`config.mk`:
```
export PLATFORM = sky130hd
export DESIGN_NAME = instr_encoder
export DESIGN_NICKNAME = d
export VERILOG_FILES = /design/src/rtl/instr_enc_pkg.sv /design/src/rtl/instr_field_packer.sv /design/src/rtl/instr_encoder.sv
export SDC_FILE = /design/constraint.sdc
export NUM_CORES = 1
export LEC_CHECK = 0
export BUFFER_PORTS_ARGS = -buffer_cell sky130_fd_sc_hd__buf_2
export CORE_UTILIZATION = 40
export DETAILED_ROUTE_END_ITERATION = 16
export PLACE_DENSITY = 0.69
export SETUP_SLACK_MARGIN = 0.3
export SYNTH_ARGS = -nofsm -noshare
export SYNTH_HDL_FRONTEND = slang
export SYNTH_SLANG_ARGS = --single-unit
```
`constraint.sdc`:
```
create_clock -name clk -period 2.7 [get_ports clk]
set_clock_uncertainty 0.2 [all_clocks]
set_input_delay 0.54 -clock clk [delete_from_list [all_inputs] [get_ports clk]]
set_output_delay 0.54 -clock clk [all_outputs]
set_load 0.02 [all_outputs]
```
`src/rtl/instr_enc_pkg.sv`:
```
// Shared opcodes, function codes, field positions and FSM encoding for the instruction encoder.
package instr_enc_pkg;

  localparam logic [3:0] OP_R    = 4'd0;
  localparam logic [3:0] OP_LW   = 4'd1;
  localparam logic [3:0] OP_SW   = 4'd2;
  localparam logic [3:0] OP_ADDI = 4'd3;
  localparam logic [3:0] OP_BEQ  = 4'd4;
  localparam logic [3:0] OP_BNE  = 4'd5;
  localparam logic [3:0] OP_J    = 4'd6;

  localparam logic [3:0] FN_ADD = 4'd0;
  localparam logic [3:0] FN_SUB = 4'd1;
  localparam logic [3:0] FN_SLL = 4'd2;
  localparam logic [3:0] FN_AND = 4'd3;

  localparam int OP_LSB = 12;
  localparam int RS_LSB = 8;
  localparam int RT_LSB = 4;
  localparam int FN_LSB = 0;

  typedef enum logic [2:0] {
    S_IDLE   = 3'd0,
    S_ACCEPT = 3'd1,
    S_WRITE  = 3'd2,
    S_DONE   = 3'd3,
    S_VREAD  = 3'd4,
    S_VCMP   = 3'd5
  } state_t;

  function automatic logic is_itype(input logic [3:0] op);
    return (op >= OP_LW) && (op <= OP_BNE);
  endfunction

endpackage

```
`src/rtl/instr_field_packer.sv`:
```
// Combinational instruction packing and legality check for one field-level request.
module instr_field_packer
  import instr_enc_pkg::*;
(
  input  logic [3:0]  op,
  input  logic [3:0]  rs,
  input  logic [3:0]  rt,
  input  logic [3:0]  funct,
  input  logic [11:0] imm,
  output logic [15:0] word,
  output logic        legal
);

  always_comb begin
    word  = '0;
    legal = 1'b0;
    word[OP_LSB +: 4] = op;
    if (op == OP_R) begin
      word[RS_LSB +: 4] = rs;
      word[RT_LSB +: 4] = rt;
      word[FN_LSB +: 4] = funct;
      legal = (funct <= FN_AND);
    end else if (is_itype(op)) begin
      word[RS_LSB +: 4] = rs;
      word[RT_LSB +: 4] = rt;
      word[3:0]         = imm[3:0];
      // only a 4-bit offset fits, so the upper bits must be pure sign extension
      legal = (imm[11:4] == {8{imm[3]}});
    end else if (op == OP_J) begin
      word[11:0] = imm;
      legal = 1'b1;
    end
  end

endmodule

```
`src/rtl/instr_encoder.sv`:
```
// Sequential IMEM program writer: accepts field requests, packs them and writes words from base_addr.
// Optional read-back verify after each write when INSTR_ENC_VERIFY_EN is defined.
//
// state    | meaning
// S_IDLE   | waiting for start
// S_ACCEPT | in_ready high, waiting for a request
// S_WRITE  | imem_we high for one cycle at ptr
// S_VREAD  | verify only: address held, read issued
// S_VCMP   | verify only: compare read data with written word
// S_DONE   | done pulse, back to idle
module instr_encoder
  import instr_enc_pkg::*;
#(
  parameter int ADDR_W = 8,
  parameter int DEPTH  = 256
) (
  input  logic              clk,
  input  logic              rst_n,
  input  logic              start,
  input  logic [ADDR_W-1:0] base_addr,
  input  logic              in_valid,
  output logic              in_ready,
  input  logic [3:0]        in_op,
  input  logic [3:0]        in_rs,
  input  logic [3:0]        in_rt,
  input  logic [3:0]        in_funct,
  input  logic [11:0]       in_imm,
  input  logic              in_last,
  output logic              imem_we,
  output logic [ADDR_W-1:0] imem_addr,
  output logic [15:0]       imem_wdata,
  input  logic [15:0]       imem_rdata,
  output logic [ADDR_W:0]   count,
  output logic              busy,
  output logic              done,
  output logic              illegal,
  output logic              err
);

  localparam logic [ADDR_W:0] DEPTH_C = (ADDR_W+1)'(DEPTH);

  state_t            state;
  logic [ADDR_W-1:0] ptr;
  logic              last_q;
  logic [15:0]       enc_word;
  logic              enc_legal;
  logic [ADDR_W:0]   count_inc;
  logic              hs;

  instr_field_packer u_packer (
    .op    (in_op),
    .rs    (in_rs),
    .rt    (in_rt),
    .funct (in_funct),
    .imm   (in_imm),
    .word  (enc_word),
    .legal (enc_legal)
  );

  assign hs        = in_valid & in_ready;
  assign count_inc = count + (ADDR_W+1)'(1);
  assign imem_addr = ptr;

`ifndef INSTR_ENC_VERIFY_EN
  logic unused_rdata;
  assign unused_rdata = ^imem_rdata;
`endif

  always_ff @(posedge clk or negedge rst_n) begin
    if (!rst_n) begin
      state      <= S_IDLE;
      ptr        <= '0;
      count      <= '0;
      last_q     <= 1'b0;
      imem_we    <= 1'b0;
      imem_wdata <= '0;
      in_ready   <= 1'b0;
      busy       <= 1'b0;
      done       <= 1'b0;
      illegal    <= 1'b0;
      err        <= 1'b0;
    end else begin
      imem_we <= 1'b0;
      done    <= 1'b0;
      illegal <= 1'b0;
      case (state)
        S_IDLE: begin
          if (start) begin
            ptr      <= base_addr;
            count    <= '0;
            err      <= 1'b0;
            busy     <= 1'b1;
            in_ready <= 1'b1;
            state    <= S_ACCEPT;
          end
        end
        S_ACCEPT: begin
          if (hs) begin
            if (enc_legal) begin
              imem_we    <= 1'b1;
              imem_wdata <= enc_word;
              last_q     <= in_last;
              in_ready   <= 1'b0;
              state      <= S_WRITE;
            end else begin
              illegal <= 1'b1;
              err     <= 1'b1;
              if (in_last) begin
                in_ready <= 1'b0;
                done     <= 1'b1;
                state    <= S_DONE;
              end
            end
          end
        end
        S_WRITE: begin
`ifdef INSTR_ENC_VERIFY_EN
          state <= S_VREAD;
        end
        S_VREAD: state <= S_VCMP;
        S_VCMP: begin
          if (imem_rdata != imem_wdata) begin
            err     <= 1'b1;
            illegal <= 1'b1;
          end
`endif
          // advance after the write (or after its verify)
          ptr   <= ptr + ADDR_W'(1);
          count <= count_inc;
          if (last_q || (count_inc == DEPTH_C)) begin
            done  <= 1'b1;
            state <= S_DONE;
          end else begin
            in_ready <= 1'b1;
            state    <= S_ACCEPT;
          end
        end
        S_DONE: begin
          busy  <= 1'b0;
          state <= S_IDLE;
        end
        default: begin
          busy     <= 1'b0;
          in_ready <= 1'b0;
          state    <= S_IDLE;
        end
      endcase
    end
  end

endmodule

```
# ---- After elaboration in Yosys (flattened, before gate mapping)
# Index checks and enable logic that the tools add are counted.
dict set report classes {
  n_mux 38
  bitwise_logic 3
  n_addsub 2
  eq_ne 11
  reduce_logical 13
  n_lt_le_gt_ge 3
}
# op count
set op_table {}
lappend op_table {{12-bit 2-to-1 mux} 3}
lappend op_table {{1-bit 2-to-1 mux} 21}
lappend op_table {{9-bit case mux with 2 select lines} 1}
lappend op_table {{8-bit case mux with 2 select lines} 1}
lappend op_table {{3-bit 2-to-1 mux} 4}
lappend op_table {{9-bit by 1-bit adder with 9-bit output, second input constant} 1}
lappend op_table {{9-bit equality test, second input constant} 1}
lappend op_table {{9-bit 2-to-1 mux} 1}
lappend op_table {{3-bit case mux with 3 select lines} 1}
lappend op_table {{8-bit by 1-bit adder with 8-bit output, second input constant} 1}
lappend op_table {{8-bit equality test} 1}
lappend op_table {{8-bit 2-to-1 mux} 1}
lappend op_table {{2-bit != test, second input constant} 4}
lappend op_table {{3-bit by 2-bit equality test with 1-bit output, second input constant} 2}
lappend op_table {{1-bit case mux with 2 select lines} 3}
lappend op_table {{3-bit AND reduction} 2}
lappend op_table {{5-bit AND reduction} 1}
lappend op_table {{4-bit by 3-bit equality test with 1-bit output, second input constant} 1}
lappend op_table {{4-bit by 1-bit greater-or-equal comparator with 1-bit output, second input constant} 1}
lappend op_table {{4-bit by 2-bit less-or-equal comparator with 1-bit output, second input constant} 1}
lappend op_table {{4-bit by 3-bit less-or-equal comparator with 1-bit output, second input constant} 1}
lappend op_table {{4-bit zero test} 1}
lappend op_table {{1-bit case mux with 4 select lines} 1}
lappend op_table {{2-bit AND reduction} 2}
lappend op_table {{other kinds (11)} 13}
dict set report word_totals {
  ff_bits 43
  out_inout_bits 39
  in_bits 57
}

# ---- Longest topological paths before layout
dict set report logic_depth {
  depth_word 7
  mapped_depth 8
}

# ---- Hierarchy
# A second synthesis with hierarchy kept.
dict set report hier_totals {
  hier_cells 304
  area_unflattened_um2 2558.7
}
# mod area_each_um2 seq_area_each_um2 instances cells_each
set modules_own_cells {}
lappend modules_own_cells {instr_encoder 2142.1 1051.0 1 236}
lappend modules_own_cells {instr_field_packer 416.6 0.0 1 68}

# ---- Worst setup path after synthesis
# No wires, ideal clock.
dict set report synth_timing {
  path_kind {register -> register}
  start {register count[0]}
  end {register state[1]}
  synth_period_minus_slack_ps 2329
  t_arrival_ps 2034
  required_time_ps 2405
  setup_slack_ps 371
  path_stages_with_launch 8
  cell_sequence {dfrtp_1 > ha_1 > and4_1 > and4_1 > xor2_1 > a31oi_1 > or2_2 > o31ai_1}
}
dict set report synth_via {
  elab_chain_cells 5
}
# element line_no
set synth_lines {}
lappend synth_lines {{from (decl)} instr_encoder.sv:33} ;# output logic [ADDR_W:0] count,
lappend synth_lines {{from (signal assigned)} instr_encoder.sv:129} ;# count <= count_inc;
lappend synth_lines {{9-bit by 1-bit adder with 9-bit output} instr_encoder.sv:61} ;# assign count_inc = count + (ADDR_W+1)'(1);
lappend synth_lines {{9-bit equality test} instr_encoder.sv:130} ;# if (last_q || (count_inc == DEPTH_C)) begin
lappend synth_lines {{1-bit logical OR} instr_encoder.sv:130}
lappend synth_lines {{2-bit 2-to-1 mux} instr_encoder.sv:130}
lappend synth_lines {{3-bit case mux with 3 select lines} instr_encoder.sv:86} ;# case (state)
lappend synth_lines {{to (signal assigned)} instr_encoder.sv:94} ;# state <= S_ACCEPT;
lappend synth_lines {{to (signal assigned)} instr_encoder.sv:132} ;# state <= S_DONE;
lappend synth_lines {{to (signal assigned)} instr_encoder.sv:135} ;# state <= S_ACCEPT;
lappend synth_lines {{to (decl)} instr_encoder.sv:42} ;# state_t state;
# No other way between the ends.
# A chain may end at the register's enable or synchronous reset.

# ---- Worst setup path in the final report
dict set report layout_timing {
  start {register count[1]}
  end {register state[1]}
}
# The elaborated chain is that of the path after synthesis.

==> results.cfg <==
[status]
outcome = complete, no violations

[place]
dp_slack_ns = 0.132
routabilityCongestion = 0.805
numPortBuffers = 79
hpwl_mm = 4.08

[detailed_routing]
wl_mm = 5.43
firstDrtPassIters = 4
vias_per_cell = 5.41
ant_nets = 0
drtIter0Drc = 68
drc_errors = 0
vias = 2136
routedWlPerCell_um = 13.8

[floorplan]
start_util_pct = 41.3
coreArea_um2 = 5470
rows = 27
die-area_um2 = 5950
die_h_um = 77.2
ios = 96
die_w_um = 77.2

[grt]
grt_pass1_wl_mm = 9.18
use_met1_pct = 25.0
grt-ovfl-total = 0
grt_pass1_vias = 1922
grt.busiest_layer = met2
grt_max_degree = 19
use_met3_pct = 4.17
grt_use_met2_pct = 32.2
antenna_found_initial = 0
track_usage_pct = 19.2

[yosys]
synth_warnings = 0
syn_inst = 234
async_reset_ff_share_pct = 100
synth.cell_area_um2 = 2260
synth_area_per_cell_um2 = 9.66
synth_edf_count = 0
synthesis.nets = 299
synth.distinct_cells = 43
yosysSeqAreaShare_pct = 46.5
ys.flop_type = dfrtp_1
ys_seq_elements = 42

[power]
cellPowerDensity_nw_per_um2 = 1010
ir_drop_mv = 0.483
internal_power_mw = 1.67
p_sw_share_pct = 43.3
pwr-share-seq_pct = 36.5
leakage_nw = 1.41
p_clk_share_pct = 14.0
comb_power_share_pct = 49.5
switchingPower_mw = 1.28

[timing]
max_freq_mhz = 441
timing.slew.headroom_pct = 51.4
finalCriticalPeriod_ns = 2.27
hold_ws_ns = 0.305
hold_viol = 0
grt_setup_unrepaired = true
setup_violations = 0
setup_slack_ns = 0.433
finalCritPeriodShare_pct = 84.0
tightestPinTransition_ns = 0.708
finalMaxSlewViolations = 0
setup_tns_ns = 0

[clock_tree]
clkTransAtPathRegs_ns = 0.08
clock_path_buffers = 2
cts_tree = built
cts_made_buffers = 5
cts.sinks = 42
clock_latency_ns = 0.29
cts.htree.levels = 2
cts-root-buf = clkbuf_8

[layout]
diodes = 0
area.growth.synth_to_final_pct = 28.7
nNetsFinal = 387
drive_gt1_share_pct = 34.7

[critical_path]
worst_path_max_delay_cell = dfrtp_2
cpLargestDelayFamily = simple AND/OR/NAND/NOR gates
worst_setup_path_end_kind = register
crit_path_start_kind = register
critPathMaxStageDelay_ns = 0.43
cp_cell_sequence = ha_4 > and4_1 > and4_1 > xor2_1 > a31oi_1 > or2_2 > o31ai_1
crit_type = reg2reg
critPathBufInv = 0
crit_arrival_ns = 2.27
cp.required_ns = 2.70
critical_path.max_fanout = 8
crit_top_cell = and4_1

[hold_path]
hp-class = reg2reg

[job]
maxCapViolCount = 0
layout by cell type (no fill, tap or decap), types with 7 or more instances in the layout:
cell type  count
a21oi_1       22
a22oi_1       12
buf_2         79
nor2_1        20
o21ai_0       22
dfrtp_1       40
ha_1           7
and3_1         9
nand3_1       10
buf_4         10
nand2_1       14
repair_timing:
| item | CTS | global route |
|---|---|---|
| resized for setup | 2 | 3 |
| cloned | 0 | 0 |
| hold endpoints to repair | 14 | 0 |
| buffers inserted | 0 | 2 |
| endpoints found under the setup margin | 2 | 8 |
| hold buffers | 1 | 0 |
flip-flops by register name, indices dropped and copies added, names as in the netlist, 2 cells and up:
| name | flops |
|---|---|
| state | 2 |
| imem_addr | 8 |
| count | 9 |
| imem_wdata | 16 |
stage by stage:
| step | cells | instance area (um^2) | power (mW) | utilization [%] |
|---|---|---|---|---|
| 6_report | 395 | 2910 | 2.95 | 53.2 |
| 5_1_grt | 395 | 2910 | 3.21 | 53.2 |
| 4_1_cts | 393 | 2880 | 2.95 | 52.6 |
| 3_5_place_dp | 384 | 2780 | 2.53 | 50.7 |
| 3_3_place_gp | 384 | 2780 | 2.48 | 50.7 |
| 2_1_floorplan | 234 | 2260 | 2.04 | - |
power by group through the flow:
stage | combinational, mW | sequential (mW) | clock, mW
after CTS | 1.44 | 1.08 | 0.433
after global routing | 1.64 | 1.12 | 0.458
final | 1.46 | 1.08 | 0.412
after global placement | 1.40 | 1.07 | 0
after floorplan | 0.716 | 1.33 | 0
after detailed placement | 1.43 | 1.09 | 0
cells in the mapped netlist (2+ instances only):
| cell | instances | area, um^2 |
|---|---|---|
| a31oi_1 | 2 | 12.5 |
| a22o_1 | 2 | 17.5 |
| clkbuf_1 | 5 | 18.8 |
| a21boi_0 | 3 | 22.5 |
| a22oi_1 | 12 | 90.1 |
| mux2_4 | 3 | 45.0 |
| o31ai_1 | 4 | 30.0 |
| nand3_1 | 10 | 50.1 |
| o22ai_1 | 6 | 37.5 |
| mux2i_1 | 5 | 50.1 |
| buf_2 | 3 | 15.0 |
| nor4_1 | 4 | 25.0 |
| nor2b_1 | 2 | 12.5 |
| and4_1 | 2 | 17.5 |
| nor3_1 | 2 | 10.0 |
| nand2_1 | 14 | 52.6 |
| o21ai_0 | 22 | 110 |
| nand2b_1 | 3 | 18.8 |
| ha_1 | 8 | 100 |
| dfrtp_1 | 42 | 1050 |
| nor2_1 | 20 | 75.1 |
| buf_6 | 2 | 22.5 |
| a21oi_1 | 22 | 110 |
| nand4_1 | 3 | 18.8 |
| and3_1 | 9 | 56.3 |
| mux2_2 | 2 | 22.5 |
| inv_1 | 6 | 22.5 |
layout make-up:
class | count | area (um^2)
sequential | 42 | 1050
clock buffer | 7 | 86.3
fill | 534 | 2560
tap | 72 | 90.1
clock inverter | 1 | 5.00
multi-input combinational | 176 | 1150
timing repair buffer | 91 | 500
inverter | 6 | 22.5
worst paths after layout:
kind                       cells after the start  slack [ns]            startpoint                   endpoint
max in group asynchronous                      3        1.28                 rst_n  imem_wdata[6]$_DFFE_PN0P_
max reg2reg                                    7        0.43  count[1]$_DFFE_PN0P_       state[1]$_DFFE_PN0P_
min reg2reg                                    1        0.30      busy$_DFFE_PN0P_           busy$_DFFE_PN0P_
max                                            7        0.43  count[1]$_DFFE_PN0P_       state[1]$_DFFE_PN0P_
min in group asynchronous                      2        0.49                 rst_n       count[2]$_DFFE_PN0P_
min                                            1        0.30      busy$_DFFE_PN0P_           busy$_DFFE_PN0P_
per-layer routing:
layer	up-vias	part of all wire, %
met5	-	0
met4	0	0.94
met3	7	6.6
met2	81	48
met1	999	44
li1	1049	-
cells by family after synthesis:
kind of cell	after synthesis	synth area share [%]
AO/OA/AOI/OAI	83	22.9
XOR/XNOR	1	0.388
adder cells (fa/ha/maj)	8	4.43
buffers and inverters	16	3.49
flip-flops	42	46.5
multiplexers	10	5.20
AND/OR/NAND/NOR	74	17.1
Power figures use the tool's default switching activity.
